<file path="src/rtl/current_pi_ctrl.sv">
// Decimated PI current loop: compares commanded and measured motor current and
// produces a saturated 12-bit duty command two cycles after each accepted sample.
module current_pi_ctrl #(
  parameter int INT_DEC_W = 2,
  parameter int INT_SHIFT = 5
) (
  input  logic        clk,
  input  logic        rst,
  input  logic        en,
  input  logic [11:0] target_curr,
  input  logic [11:0] avg_curr,
  input  logic        avg_curr_vld,
  output logic [11:0] drive_duty,
  output logic        duty_vld
);

  localparam int DATA_W  = 12;
  localparam int INTEG_W = 18;
  localparam int SUM_W   = 14;
  localparam logic [INTEG_W-1:0] INTEG_MAX = 18'h1FFFF;

  function automatic logic signed [DATA_W-1:0] sat_err(input logic signed [DATA_W:0] e);
    if (e > 13'sd2047)
      return 12'sd2047;
    else if (e < -13'sd2048)
      return -12'sd2048;
    else
      return $signed(e[DATA_W-1:0]);
  endfunction

  function automatic logic [INTEG_W-1:0] sat_integ(input logic signed [INTEG_W:0] v);
    if (v < 19'sd0)
      return '0;
    else if (v > 19'sd131071)
      return INTEG_MAX;
    else
      return v[INTEG_W-1:0];
  endfunction

  function automatic logic [DATA_W-1:0] sat_duty(input logic signed [SUM_W-1:0] s);
    if (s < 14'sd0)
      return 12'h000;
    else if (s > 14'sd4095)
      return 12'hFFF;
    else
      return s[DATA_W-1:0];
  endfunction

  logic                        accept;
  logic signed [DATA_W:0]      err_p0;
  logic signed [DATA_W-1:0]    err_sat_p0;
  logic                        integ_upd;
  logic signed [INTEG_W:0]     integ_sum;
  logic [INTEG_W-1:0]          integ;
  logic [INT_DEC_W-1:0]        dec_cnt;

  logic signed [DATA_W-1:0]    err_p1;
  logic                        vld_p1;
  logic [DATA_W-1:0]           i_raw_p1;
  logic signed [SUM_W-1:0]     p_term_p1;
  logic signed [SUM_W-1:0]     i_term_p1;
  logic signed [SUM_W-1:0]     sum_p1;

  // Stage 0: error formation and integrator candidate
  assign accept     = avg_curr_vld & en;
  assign err_p0     = $signed({1'b0, target_curr}) - $signed({1'b0, avg_curr});
  assign err_sat_p0 = sat_err(err_p0);
  assign integ_upd  = accept && (dec_cnt == '1);
  assign integ_sum  = $signed({1'b0, integ}) +
                      $signed({{(INTEG_W-DATA_W+1){err_sat_p0[DATA_W-1]}}, err_sat_p0});

  always_ff @(posedge clk) begin
    if (accept)
      err_p1 <= err_sat_p0;
  end

  // Stage 1: P + I using the integrator value written on the accept edge
  assign i_raw_p1  = DATA_W'(integ >> INT_SHIFT);
  assign p_term_p1 = $signed({{(SUM_W-DATA_W){err_p1[DATA_W-1]}}, err_p1});
  assign i_term_p1 = $signed({2'b00, i_raw_p1});
  assign sum_p1    = p_term_p1 + i_term_p1;

  // Disabling the loop clears everything, including an in-flight sample
  always_ff @(posedge clk) begin
    if (rst || !en) begin
      vld_p1     <= 1'b0;
      dec_cnt    <= '0;
      integ      <= '0;
      drive_duty <= '0;
      duty_vld   <= 1'b0;
    end else begin
      vld_p1   <= accept;
      duty_vld <= vld_p1;
      if (accept)
        dec_cnt <= dec_cnt + INT_DEC_W'(1);
      if (integ_upd)
        integ <= sat_integ(integ_sum);
      if (vld_p1)
        drive_duty <= sat_duty(sum_p1);
    end
  end

endmodule

</file>
<file path="config.mk">
export PLATFORM = sky130hd
export DESIGN_NAME = current_pi_ctrl
export DESIGN_NICKNAME = d
export VERILOG_FILES = /design/src/rtl/current_pi_ctrl.sv
export SDC_FILE = /design/constraint.sdc
export NUM_CORES = 1
export LEC_CHECK = 0
export ABC_AREA = 0
export CORE_MARGIN = 1.5
export CORE_UTILIZATION = 58
export CTS_CLUSTER_DIAMETER = 30
export DETAILED_ROUTE_END_ITERATION = 7
export GPL_ROUTABILITY_DRIVEN = 0
export HOLD_SLACK_MARGIN = 0.02
export PLACE_DENSITY = 0.82
export SYNTH_ARGS = -nofsm -noshare
export SYNTH_HDL_FRONTEND = slang
export SYNTH_SLANG_ARGS = --single-unit
</file>
<file path="constraint.sdc">
create_clock -name clk -period 6.4 [get_ports clk]
set_clock_uncertainty 0.2 [all_clocks]
set_input_delay 0.64 -clock clk [delete_from_list [all_inputs] [get_ports clk]]
set_output_delay 0.64 -clock clk [all_outputs]
set_load 0.01 [all_outputs]
</file>
==> flow_metrics.tcl <==
set metrics [dict create \
    dr.pass1.iters 4 \
    dp_hpwl_mm 6.53 \
    endpoint "integ[10]" \
    numClockSinks 46 \
    p_per_area_nw_per_um2 183 \
    ff2ff_path_depth 10 \
    worstPathRequired_ns 6.44 \
    die_h_um 83.5 \
    clk_latency_ns 0.31 \
    dp.cells 551 \
    num_antenna_cells 0 \
    irDropWorstVdd_mv 0.125 \
    max-cap-violations 0 \
    drt_iter0_drc 161 \
    ys_seq_elements 46 \
    slew_headroom_pct 33.7 \
    yosys-top-cells-area "dfxtp_1 (18%), ha_1 (15%), edfxtp_1 (9.6%), a21o_1 (5.6%), xnor2_1 (4.7%)" \
    cp-start-kind "input pin" \
    p_leak_nw 1.89 \
    antenna_found_initial 0 \
    grt_pass1_vias 3251 \
    p_int_mw 0.539 \
    synthFlopType "dfxtp_1" \
    vias 3286 \
    tightest_slew_ns 0.967 \
    post-route-util_pct 68.6 \
    wirelength_mm 8.37 \
    grt_max_degree 18 \
    syn_to_final_growth_pct 15.4 \
    run_status "completed" \
    rsz0062_at_grt "false" \
    r2r_end "drive_duty[6]" \
    reg2reg_from "integ[5]" \
    synthSimpleGateAreaFrac_pct 18.8 \
    synth_fp_nets 517 \
    portBuffers 40 \
    vias_per_cell 5.88 \
    synthCells 441 \
    criticalPathCategory "input pin to register" \
    synth_xor_area_share_pct 7.00 \
    power_frac_clock_pct 28.2 \
    final_layout_size_suffix_gt1_share_pct 6.43 \
    synth_compound_area_share_pct 24.2 \
    ys_types 53 \
    coreArea_sq_um 6310 \
    startpoint "avg_curr[0]" \
    post-route-period-util_pct 91.9 \
    finalSetupViolCount 0 \
    htreeDepth 2 \
    drc 0 \
    synth_top_family_by_area "compound AO/OA/AOI/OAI gates" \
    synth_adder_area_share_pct 16.6 \
    stdcell_count 559 \
    combPwrFrac_pct 31.6 \
    synth_edf_count 12 \
    clk_pin_slew_ns 0.10 \
    cts_hold_buf 0 \
    start_util_pct 59.5 \
    grt-ovfl-total 0 \
    cp.arrival_ns 5.92 \
    wl_per_cell_um 15.0 \
    placed_area_sq_um 4220 \
    cts_root_buf "clkbuf_8" \
    cts_tree "done" \
    hold_path.class "register to register" \
    drtAntennaViolNets 0 \
    muxShareOfSynthArea_pct 1.37 \
    rows 29 \
    post_cts_buffers 0 \
    drv_slew 0 \
    syn_area_per_cell_sq_um 8.51 \
    post-route-min-period_ns 5.88 \
    final_nets 557 \
    cts_max_path_buffers 2 \
    yosysTopAreaCell "dfxtp_1" \
    critical_path.max_fanout 11 \
    cts_buffers 5 \
    dieArea_sq_um 6970 \
    switching_power_mw 0.254 \
    ys.warnings.count 0 \
    grt_usage_pct 25.5 \
    synth_top_area_share_pct 18.1 \
    cts_resized 0 \
    swShare_pct 32.0 \
    end_kind "register" \
    final_area_sq_um 4330 \
    synthArstFlopShare_pct 0 \
    hold_viol 0 \
    max_freq_mhz 170 \
    fin_tns_setup_ns 0 \
    yosysSeqAreaShare_pct 27.7 \
    die_w_um 83.5 \
    fill_cells 509 \
    seqPwrFrac_pct 40.2 \
    grt_pass1_wl_mm 14.8 \
    netlist_area_sq_um 3750 \
    ff2ff_setup_slack_ns 2.77 \
    finalPower_mw 0.793 \
    ios 41 \
]
## placed cells by master (no fill, tap or decap), types with 5 or more instances in the layout
master and count:
xor2_1 10, a21oi_1 34, clkbuf_8 5, edfxtp_1 12
dfxtp_1 34, and3_1 7, clkdlybuf4s50_1 40, o21ai_0 17
xnor2_1 20, nand3_1 7, a21o_1 28, inv_1 29
or2_2 5, ha_1 45, nand2_1 33, nor2_1 34
nor3_1 22, a31oi_1 5, nand2b_1 8, a211oi_1 9
o21ai_1 7
## critical path, cell delays in order
cell             delay [ns]
clkdlybuf4s50_1        0.45
ha_1                   0.18
fa_1                   0.19
nand2b_1               0.15
a21oi_1                0.10
or3_1                  0.39
a211o_1                0.32
nor4b_1                0.27
mux2i_1                0.32
a21o_1                 0.28
ha_1                   0.22
fa_1                   0.43
a211oi_1               0.31
o211ai_1               0.19
a41oi_2                0.31
o211ai_1               0.14
a41oi_1                0.27
xnor2_1                0.22
nand3_1                0.29
o21ai_1                0.24
## cell usage after synthesis, types with 3 or more instances
library cell,count
a31o_2,4
edfxtp_1,12
clkbuf_1,6
fa_1,3
nor3_1,22
a21o_1,28
a211oi_1,9
or3_1,4
dfxtp_1,34
nor2b_1,4
nor2_1,34
o21ai_1,7
ha_1,45
and3_1,7
a211o_1,3
xor2_1,10
o21bai_1,4
o21ai_0,17
buf_2,3
nor3_2,4
nand2_1,33
nand2b_1,8
nand3_1,7
o211ai_1,4
a21oi_1,34
inv_1,29
mux2i_1,4
a31oi_1,5
xnor2_1,20
or2_2,5
o21a_1,4
and2_1,4
## metrics by stage
step	worst slack, ns	hold WS (ns)
2_1_floorplan	1.23	0.231
3_3_place_gp	0.445	0.238
3_5_place_dp	0.279	0.253
4_1_cts	0.573	0.267
5_1_grt	0.0582	0.282
6_report	0.518	0.262
## power groups by stage
stage                     Clock [mW]  Sequential [mW]  Combinational [mW]
after detailed placement           0            0.326               0.247
after CTS                      0.223            0.319               0.249
after global routing           0.234            0.320               0.278
after global placement             0            0.325               0.240
final                          0.224            0.319               0.251
after floorplan                    0            0.324               0.183
## final cells by class
type / count / area (sq um) / share of cell area [%]
clock buffers: 6 / 72.6 / 1.68
clock inverters: 2 / 37.5 / 0.867
inverters: 29 / 109 / 2.51
multi-input cells: 356 / 2550 / 58.9
flip-flops and latches: 46 / 1040 / 24.0
well taps: 77 / 96.3 / 2.22
repair buffers: 43 / 423 / 9.76
## how the worst min path moves through the flow
stage,startpoint,end,slack [ns],depth (start not counted)
detailed placement,drive_duty[3],drive_duty[3],0.25,2
global placement,drive_duty[11],drive_duty[11],0.24,2
global route,drive_duty[3],drive_duty[3],0.28,2
floorplan,integ[0],integ[0],0.23,2
finish,drive_duty[3],drive_duty[3],0.26,2
CTS,drive_duty[3],drive_duty[3],0.27,2
## sequential cells by signal (all words and copies together) (netlist names)
signal	flops
integ	18
drive_duty	12
err_p1	12
dec_cnt	2
duty_vld	1
vld_p1	1
## metal layers
metal | GRT usage (%) | vias up | share of wire (%)
li1 | - | 1672 | -
met1 | 31.6 | 1529 | 43
met2 | 46.3 | 70 | 52
met3 | 2.97 | 15 | 2.8
met4 | 8.20 | 0 | 2.0
met5 | 0 | - | 0
## cells by family (layout without fill, tap and decap cells)
logic type | count (synthesis) | in the layout
XOR/XNOR | 30 | 30
multiplexers | 5 | 5
AND/OR/NAND/NOR | 140 | 140
adder cells (fa/ha/maj) | 48 | 48
AO/OA/AOI/OAI | 133 | 133
flip-flops | 46 | 46
buffers and inverters | 39 | 80
No activity file was read; power rests on OpenSTA's default activity.
